### config.mk
export PLATFORM = sky130hd
export DESIGN_NAME = cim_fp_normalizer
export DESIGN_NICKNAME = d
export VERILOG_FILES = /design/src/rtl/cim_fp_pkg.sv /design/src/rtl/cim_fp_lane_norm.sv /design/src/rtl/cim_fp_normalizer.sv
export SDC_FILE = /design/constraint.sdc
export NUM_CORES = 1
export LEC_CHECK = 0
export ABC_CLOCK_PERIOD_IN_PS = 15750
export CORE_MARGIN = 2
export CORE_UTILIZATION = 55
export CTS_CLUSTER_DIAMETER = 50
export DETAILED_ROUTE_END_ITERATION = 16
export GPL_TIMING_DRIVEN = 0
export PLACE_DENSITY_LB_ADDON = 0.12
export SLEW_MARGIN = 25
export SYNTH_ARGS = -nofsm -noshare
export SYNTH_HDL_FRONTEND = slang
export SYNTH_SLANG_ARGS = --single-unit
### constraint.sdc
create_clock -name clk -period 15.75 [get_ports clk]
set_input_delay 3.15 -clock clk [delete_from_list [all_inputs] [get_ports clk]]
set_output_delay 3.15 -clock clk [all_outputs]
set_load 0.02 [all_outputs]
### src/rtl/cim_fp_pkg.sv
// cim_fp_pkg: shared types and constants for the CIM accumulator-to-float converter
package cim_fp_pkg;
    localparam int CIM_N_CH      = 4;
    localparam int CIM_ACC_W     = 18;
    localparam int CIM_EXP_W     = 5;
    localparam int CIM_MANT_W    = 3;
    localparam int CIM_FRAC_BITS = 5;

    typedef enum logic {RND_TRUNC = 1'b0, RND_RNE = 1'b1} rnd_mode_t;

    typedef struct packed {
        logic                  sign;
        logic [CIM_EXP_W-1:0]  exp;
        logic [CIM_MANT_W-1:0] mant;
    } fp_lane_t;

    // largest exponent that still encodes a finite value; all-ones is reserved for saturation
    function automatic int exp_max_finite(input int exp_w);
        return (1 << exp_w) - 2;
    endfunction

    localparam int EXP_MAX_FINITE = exp_max_finite(CIM_EXP_W);
endpackage

### src/rtl/cim_fp_lane_norm.sv
// cim_fp_lane_norm: one lane of the capture / leading-one-align / round-and-pack datapath
module cim_fp_lane_norm
    import cim_fp_pkg::*;
#(
    parameter int ACC_W     = CIM_ACC_W,
    parameter int EXP_W     = CIM_EXP_W,
    parameter int MANT_W    = CIM_MANT_W,
    parameter int FRAC_BITS = CIM_FRAC_BITS
) (
    input  logic              clk,
    input  logic              RST,
    input  logic              en,
    input  logic              in_fp,
    input  logic              sign_in,
    input  logic [ACC_W-1:0]  acc,
    input  logic              s2_fp,
    input  rnd_mode_t         s2_rnd,
    input  logic [EXP_W-1:0]  s2_exp_max,
    output logic              sign_out,
    output logic [EXP_W-1:0]  exp_out,
    output logic [MANT_W-1:0] mant_out,
    output logic [ACC_W-1:0]  int_out,
    output logic              zero_flag,
    output logic              ovf_flag,
    output logic              udf_flag
);
    localparam int PW    = $clog2(ACC_W);
    localparam int EW    = EXP_W + 2;
    localparam int E_TOP = exp_max_finite(EXP_W);

    logic [ACC_W-1:0]     a1, raw1, raw2;
    logic                 sg1, sg2, g2, st2, z2;
    logic [PW-1:0]        msb, pos2;
    logic [ACC_W-2:0]     aligned;
    logic [MANT_W-1:0]    m2;
    logic [MANT_W:0]      m_rnd;
    logic signed [EW-1:0] e_raw;
    logic                 fz, udf_c, ovf_c;

    // S1: magnitude (ACC_W bits so the most negative value fits) and effective sign
    always_ff @(posedge clk or posedge RST)
        if (RST) begin
            a1   <= '0;
            raw1 <= '0;
            sg1  <= 1'b0;
        end else if (en) begin
            a1   <= acc[ACC_W-1] ? -acc : acc;
            raw1 <= acc;
            sg1  <= acc[ACC_W-1] ^ (in_fp & sign_in);
        end

    // leading-one detect and left alignment; the leading one itself is shifted out
    always_comb begin
        msb = '0;
        for (int i = 0; i < ACC_W; i++)
            if (a1[i]) msb = PW'(i);
        aligned = (ACC_W-1)'(a1 << (PW'(ACC_W - 1) - msb));
    end

    // S2: mantissa field, guard and sticky below the leading one
    always_ff @(posedge clk or posedge RST)
        if (RST) begin
            pos2 <= '0;
            m2   <= '0;
            g2   <= 1'b0;
            st2  <= 1'b0;
            z2   <= 1'b0;
            sg2  <= 1'b0;
            raw2 <= '0;
        end else if (en) begin
            pos2 <= msb;
            m2   <= aligned[ACC_W-2 -: MANT_W];
            g2   <= aligned[ACC_W-2-MANT_W];
            st2  <= |aligned[ACC_W-3-MANT_W:0];
            z2   <= ~|a1;
            sg2  <= sg1;
            raw2 <= raw1;
        end

    // rounding, exponent with carry-in, and range classification
    always_comb begin
        m_rnd = {1'b0, m2} + {{MANT_W{1'b0}}, s2_rnd == RND_RNE && g2 && (st2 || m2[0])};
        e_raw = EW'(s2_exp_max) + EW'(pos2) - EW'(FRAC_BITS) + EW'(m_rnd[MANT_W]);
        fz    = ~s2_fp | z2;
        udf_c = ~fz && e_raw < 1;
        ovf_c = ~fz && e_raw > E_TOP;
    end

    // S3: packed result registers driving the lane outputs
    always_ff @(posedge clk or posedge RST)
        if (RST) begin
            sign_out  <= 1'b0;
            exp_out   <= '0;
            mant_out  <= '0;
            int_out   <= '0;
            zero_flag <= 1'b0;
            ovf_flag  <= 1'b0;
            udf_flag  <= 1'b0;
        end else if (en) begin
            sign_out  <= sg2;
            exp_out   <= (fz || udf_c) ? '0 : ovf_c ? '1 : e_raw[EXP_W-1:0];
            mant_out  <= (fz || udf_c || ovf_c) ? '0 : m_rnd[MANT_W-1:0];
            int_out   <= s2_fp ? '0 : raw2;
            zero_flag <= s2_fp & z2;
            ovf_flag  <= ovf_c;
            udf_flag  <= udf_c;
        end
endmodule

### src/rtl/cim_fp_normalizer.sv
// cim_fp_normalizer: 3-stage accumulator-to-float converter with valid/ready back-pressure
module cim_fp_normalizer
    import cim_fp_pkg::*;
#(
    parameter int N_CH      = CIM_N_CH,
    parameter int ACC_W     = CIM_ACC_W,
    parameter int EXP_W     = CIM_EXP_W,
    parameter int MANT_W    = CIM_MANT_W,
    parameter int FRAC_BITS = CIM_FRAC_BITS
) (
    input  logic                     clk,
    input  logic                     RST,
    input  logic                     in_valid,
    output logic                     in_ready,
    input  logic                     in_fp,
    input  logic                     rnd_mode,
    input  logic [EXP_W-1:0]         exp_max,
    input  logic [N_CH-1:0]          sign_in,
    input  logic [N_CH*ACC_W-1:0]    acc_in,
    output logic                     out_valid,
    input  logic                     out_ready,
    output logic                     out_fp,
    output logic [N_CH-1:0]          sign_out,
    output logic [N_CH*EXP_W-1:0]    exp_out,
    output logic [N_CH*MANT_W-1:0]   mant_out,
    output logic [N_CH*ACC_W-1:0]    int_out,
    output logic [N_CH-1:0]          zero_flag,
    output logic [N_CH-1:0]          ovf_flag,
    output logic [N_CH-1:0]          udf_flag
);
    logic             en, v1, v2, fp1, fp2;
    rnd_mode_t        rnd1, rnd2;
    logic [EXP_W-1:0] em1, em2;

    assign en       = out_ready | ~out_valid;
    assign in_ready = en;

    // valid chain and per-transaction controls advance together on one global enable
    always_ff @(posedge clk or posedge RST)
        if (RST) begin
            v1        <= 1'b0;
            v2        <= 1'b0;
            out_valid <= 1'b0;
            fp1       <= 1'b0;
            fp2       <= 1'b0;
            out_fp    <= 1'b0;
            rnd1      <= RND_TRUNC;
            rnd2      <= RND_TRUNC;
            em1       <= '0;
            em2       <= '0;
        end else if (en) begin
            v1        <= in_valid;
            v2        <= v1;
            out_valid <= v2;
            fp1       <= in_fp;
            fp2       <= fp1;
            out_fp    <= fp2;
            rnd1      <= rnd_mode_t'(rnd_mode);
            rnd2      <= rnd1;
            em1       <= exp_max;
            em2       <= em1;
        end

    for (genvar k = 0; k < N_CH; k++) begin : g_lane
        cim_fp_lane_norm #(
            .ACC_W(ACC_W), .EXP_W(EXP_W), .MANT_W(MANT_W), .FRAC_BITS(FRAC_BITS)
        ) u_lane (
            .clk       (clk),
            .RST       (RST),
            .en        (en),
            .in_fp     (in_fp),
            .sign_in   (sign_in[k]),
            .acc       (acc_in[k*ACC_W +: ACC_W]),
            .s2_fp     (fp2),
            .s2_rnd    (rnd2),
            .s2_exp_max(em2),
            .sign_out  (sign_out[k]),
            .exp_out   (exp_out[k*EXP_W +: EXP_W]),
            .mant_out  (mant_out[k*MANT_W +: MANT_W]),
            .int_out   (int_out[k*ACC_W +: ACC_W]),
            .zero_flag (zero_flag[k]),
            .ovf_flag  (ovf_flag[k]),
            .udf_flag  (udf_flag[k])
        );
    end
endmodule

==> metrics.md <==
| Metric | Value |
|---|---|
| GRT Resource Usage Total | 31.3% |
| Fmax | between 100 and 150 MHz |
| Syn-to-layout area delta | 20.4% |
| Initial antenna violation count | 1 |
| Relative max-transition margin | 24.4% |
| Post-synth top flop | dfrtp_1 |
| Ports | 210 |
| Die ar. | 0.0402 mm² |
| Vias in the first global route | 18,300 |
| Multi-input gate area | about 0.010 mm² |
| Most common cell in the netlist | nand2_1 |
| CP startpoint | out_ready |
| Clk buf depth | 3 |
| R2r startpoint | g_lane[3].u_lane.a1[2] |
| Critical R2R Capture | g_lane[3].u_lane.m2[0] |
| Ys Warns | 0 |
| Peak VDD IR | 122 µV |
| Net Count, Synth | 2,542 |
| DR vias/cell | between 5 and 6 |
| Nets | 2,801 |
| TritonCTS Buffers | 46 |
| Period utilization | 58.6% |
| Worst-path clk slew | approximately 60 ps |
| Clk_skew | slightly above 20 ps |
| Post-synthesis sequential area ratio | between 40% and 50% |
| CP Data Arrival Time | 6070 ps |
| Hold Path Class | flop to flop |
| DR iter-0 viols | between 1,000 and 1,500 |
| Core area | 0.0378 mm² |
| Worst Setup EP | in_ready |
| MaxCap Viol Count | 0 |
| Rows | just over 70 |
| Drt first pass iters | 5 |
| R2R depth | 12 |
| Share of post-route cells with drive strength above 1 | 5.66% |
| Number of setup violations in the final report | 0 |
| Biggest fanout along the worst timing path | 10 |
| Yosys top cell area share | between 40% and 50% |
| Synthesized area | 0.0212 mm² |
| DP Wirelength | 46,000 µm |
| First-pass GRT wire length | 99,600 µm |
| Kind of end point of the critical path | primary output |
| Leakage | 12.1 nW |
| Number of inserted diodes | 0 |
| Final worst path period need | between 9000 and 10,000 ps |
| Max-slew violations | 0 |
| # placed instances | 3,128 |
| Synth top area cells | dfrtp_1 47%, nand2_1 15%, mux2i_1 4.5% |
| Post-synthesis cell type count | 75 |
| Setup TNS | 0 ps |
| CTS tree | yes |
| Setup bufs post-CTS | 0 |
| Post-synth ARST share | 100% |
| Drt drc | 0 |
| Post-layout util | 67.6% |
| Worst slew pin tran | 1130 ps |
| FF+latch area | 0.0101 mm² |
| CTS root buffer | clkbuf_16 |
| Largest net degree at the start of global routing | 100 |
| RSZ-0062 raised after global routing | no |
| GRT Residual Overflow | 0 |
| Reg2reg setup slack | 11,660 ps |
| Seq cells post-synth | 402 |
| Via count | 18,600 |
| FILL cells | 3,201 |
| Final wirelength | roughly 63,000 µm |
| Area leader, netlist | dfrtp_1 |
| Avg Inst Size Synth | 8.82 µm² |
| Post-Synthesis Cells | 2,407 |
| Die width | 200 µm |
| Clock Latency Late Sink | between 500 and 600 ps |
| Initial Utilization | a little under three fifths |
| DR WL/cell | around 20 µm |
| Routed Antenna Nets | 0 |
| H-tree Lvls | 2 |
| Num Clock Sinks | 402 |
| Post-synth EDFFs | 0 |
| Type of origin of the critical path | input pin |
| Synth top cells by count | 838 x nand2_1, 402 x dfrtp_1, 148 x o21ai_0 |
| Cts hold-fix bufs | 0 |
| Status | finished clean |
| WS Path Type | input pin to primary output |
| Routability cong. | around 0.9 |
| IO buf count | between 200 and 250 |
| Final hold violations | 0 |
| Worst path required time | around 13,000 ps |
| Die H | 200 µm |
| Non-Filler Instances | 3,213 |
| Post-CTS resize count | 0 |
| Pwr/cell area | 210 mW/mm² |
## logic make-up (layout without fill, tap and decap cells)
| family | after synthesis | after routing | synth area share [%] |
|---|---|---|---|
| flops | 402 | 402 | 47.4 |
| compound gates | 362 | 362 | 11.0 |
| buf+inv | 202 | 497 | 4.07 |
| xor+xnor | 100 | 100 | 4.16 |
| fa+ha+maj | 49 | 49 | 3.02 |
| mux | 120 | 120 | 6.59 |
| simple gates | 1172 | 1172 | 23.7 |
## where the power goes
| group | internal, W | switching [W] |
|---|---|---|
| logic | 0.00112 | 0.00153 |
| registers | 0.00139 | 0.000287 |
| clock network | 0.000623 | 0.000439 |
| total | 0.00313 | 0.00225 |
## stage by stage
step | hold WS (ps) | power [W] | area (µm²) | setup WS (ps)
floorplan | 430 | 0.00344 | 21200 | 1420
global placement | 443 | 0.00421 | 23900 | -2960
detailed placement | 448 | 0.00429 | 24100 | 6540
CTS | 460 | 0.00537 | 25600 | 6520
global route | 485 | 0.00573 | 25600 | 6520
finish | 456 | 0.00538 | 25600 | 6530
## final cells by class
cell class	count	share of cell area, %
Clock inverter	14	0.387
Multi-Input combinational cell	1803	40.3
Inverter	56	0.851
Tap cell	511	2.50
Timing Repair Buffer	211	8.51
Buffer	146	2.56
Sequential cell	402	39.3
Clock buffer	70	5.53
## critical path: stages
cell	delay (ps)
clkdlybuf4s50_1	450
nor2b_1	90
clkinv_1	220
clkbuf_1	750
buf_1	660
clkdlybuf4s50_1	740
## worst min path at each step
stage                             start                       end  slack (ps)  depth (start not counted)
6_report                             v2                        v2         460                          2
2_1_floorplan                        v2                        v2         430                          2
3_3_place_gp                         v2                        v2         440                          2
5_1_grt        g_lane[1].u_lane.raw2[2]  g_lane[1].u_lane.raw2[2]         490                          2
4_1_cts                              v2                        v2         460                          2
3_5_place_dp                         v2                        v2         450                          2
## registers in the layout, summed over array words and instances, names as in the netlist, 12 cells and up
name / cells
g_lane.u_lane.a1: 68
g_lane.u_lane.exp_out: 20
g_lane.u_lane.int_out: 72
g_lane.u_lane.m2: 12
g_lane.u_lane.mant_out: 12
g_lane.u_lane.pos2: 20
g_lane.u_lane.raw1: 72
g_lane.u_lane.raw2: 72
## cells in the final DEF (no fill, tap or decap), types with 7 or more instances in the layout
master           instances
nand2_1                838
dfrtp_1                402
clkdlybuf4s50_1        206
o21ai_0                148
clkbuf_1               111
nor2_1                 104
mux2i_1                 96
nand3b_1                75
xor2_1                  70
a21oi_1                 55
inv_1                   53
clkbuf_16               49
ha_1                    44
nand3_1                 32
xnor2_1                 29
nor3_1                  25
a22o_1                  25
o31ai_1                 21
buf_4                   21
nand2b_1                19
nor4_1                  15
mux4_2                  15
nor2b_1                 13
buf_1                   12
or4_1                   12
o41ai_1                 11
a31oi_1                 11
clkbuf_8                11
a21o_1                  10
o21bai_1                10
buf_2                   10
or3_1                   10
mux2_2                   9
or2_2                    7
a221o_1                  7
clkinv_2                 7
## metal layers
metal | vias to the layer above | track usage (%) | routed length (µm)
met5 | - | 0 | 0
met4 | 0 | 14.4 | 2830
met3 | 168 | 4.38 | 3840
met2 | 666 | 50.2 | 28900
met1 | 9119 | 42.4 | 27100
li1 | 8632 | - | -
Note: power is estimated with default switching activity, not from simulation.
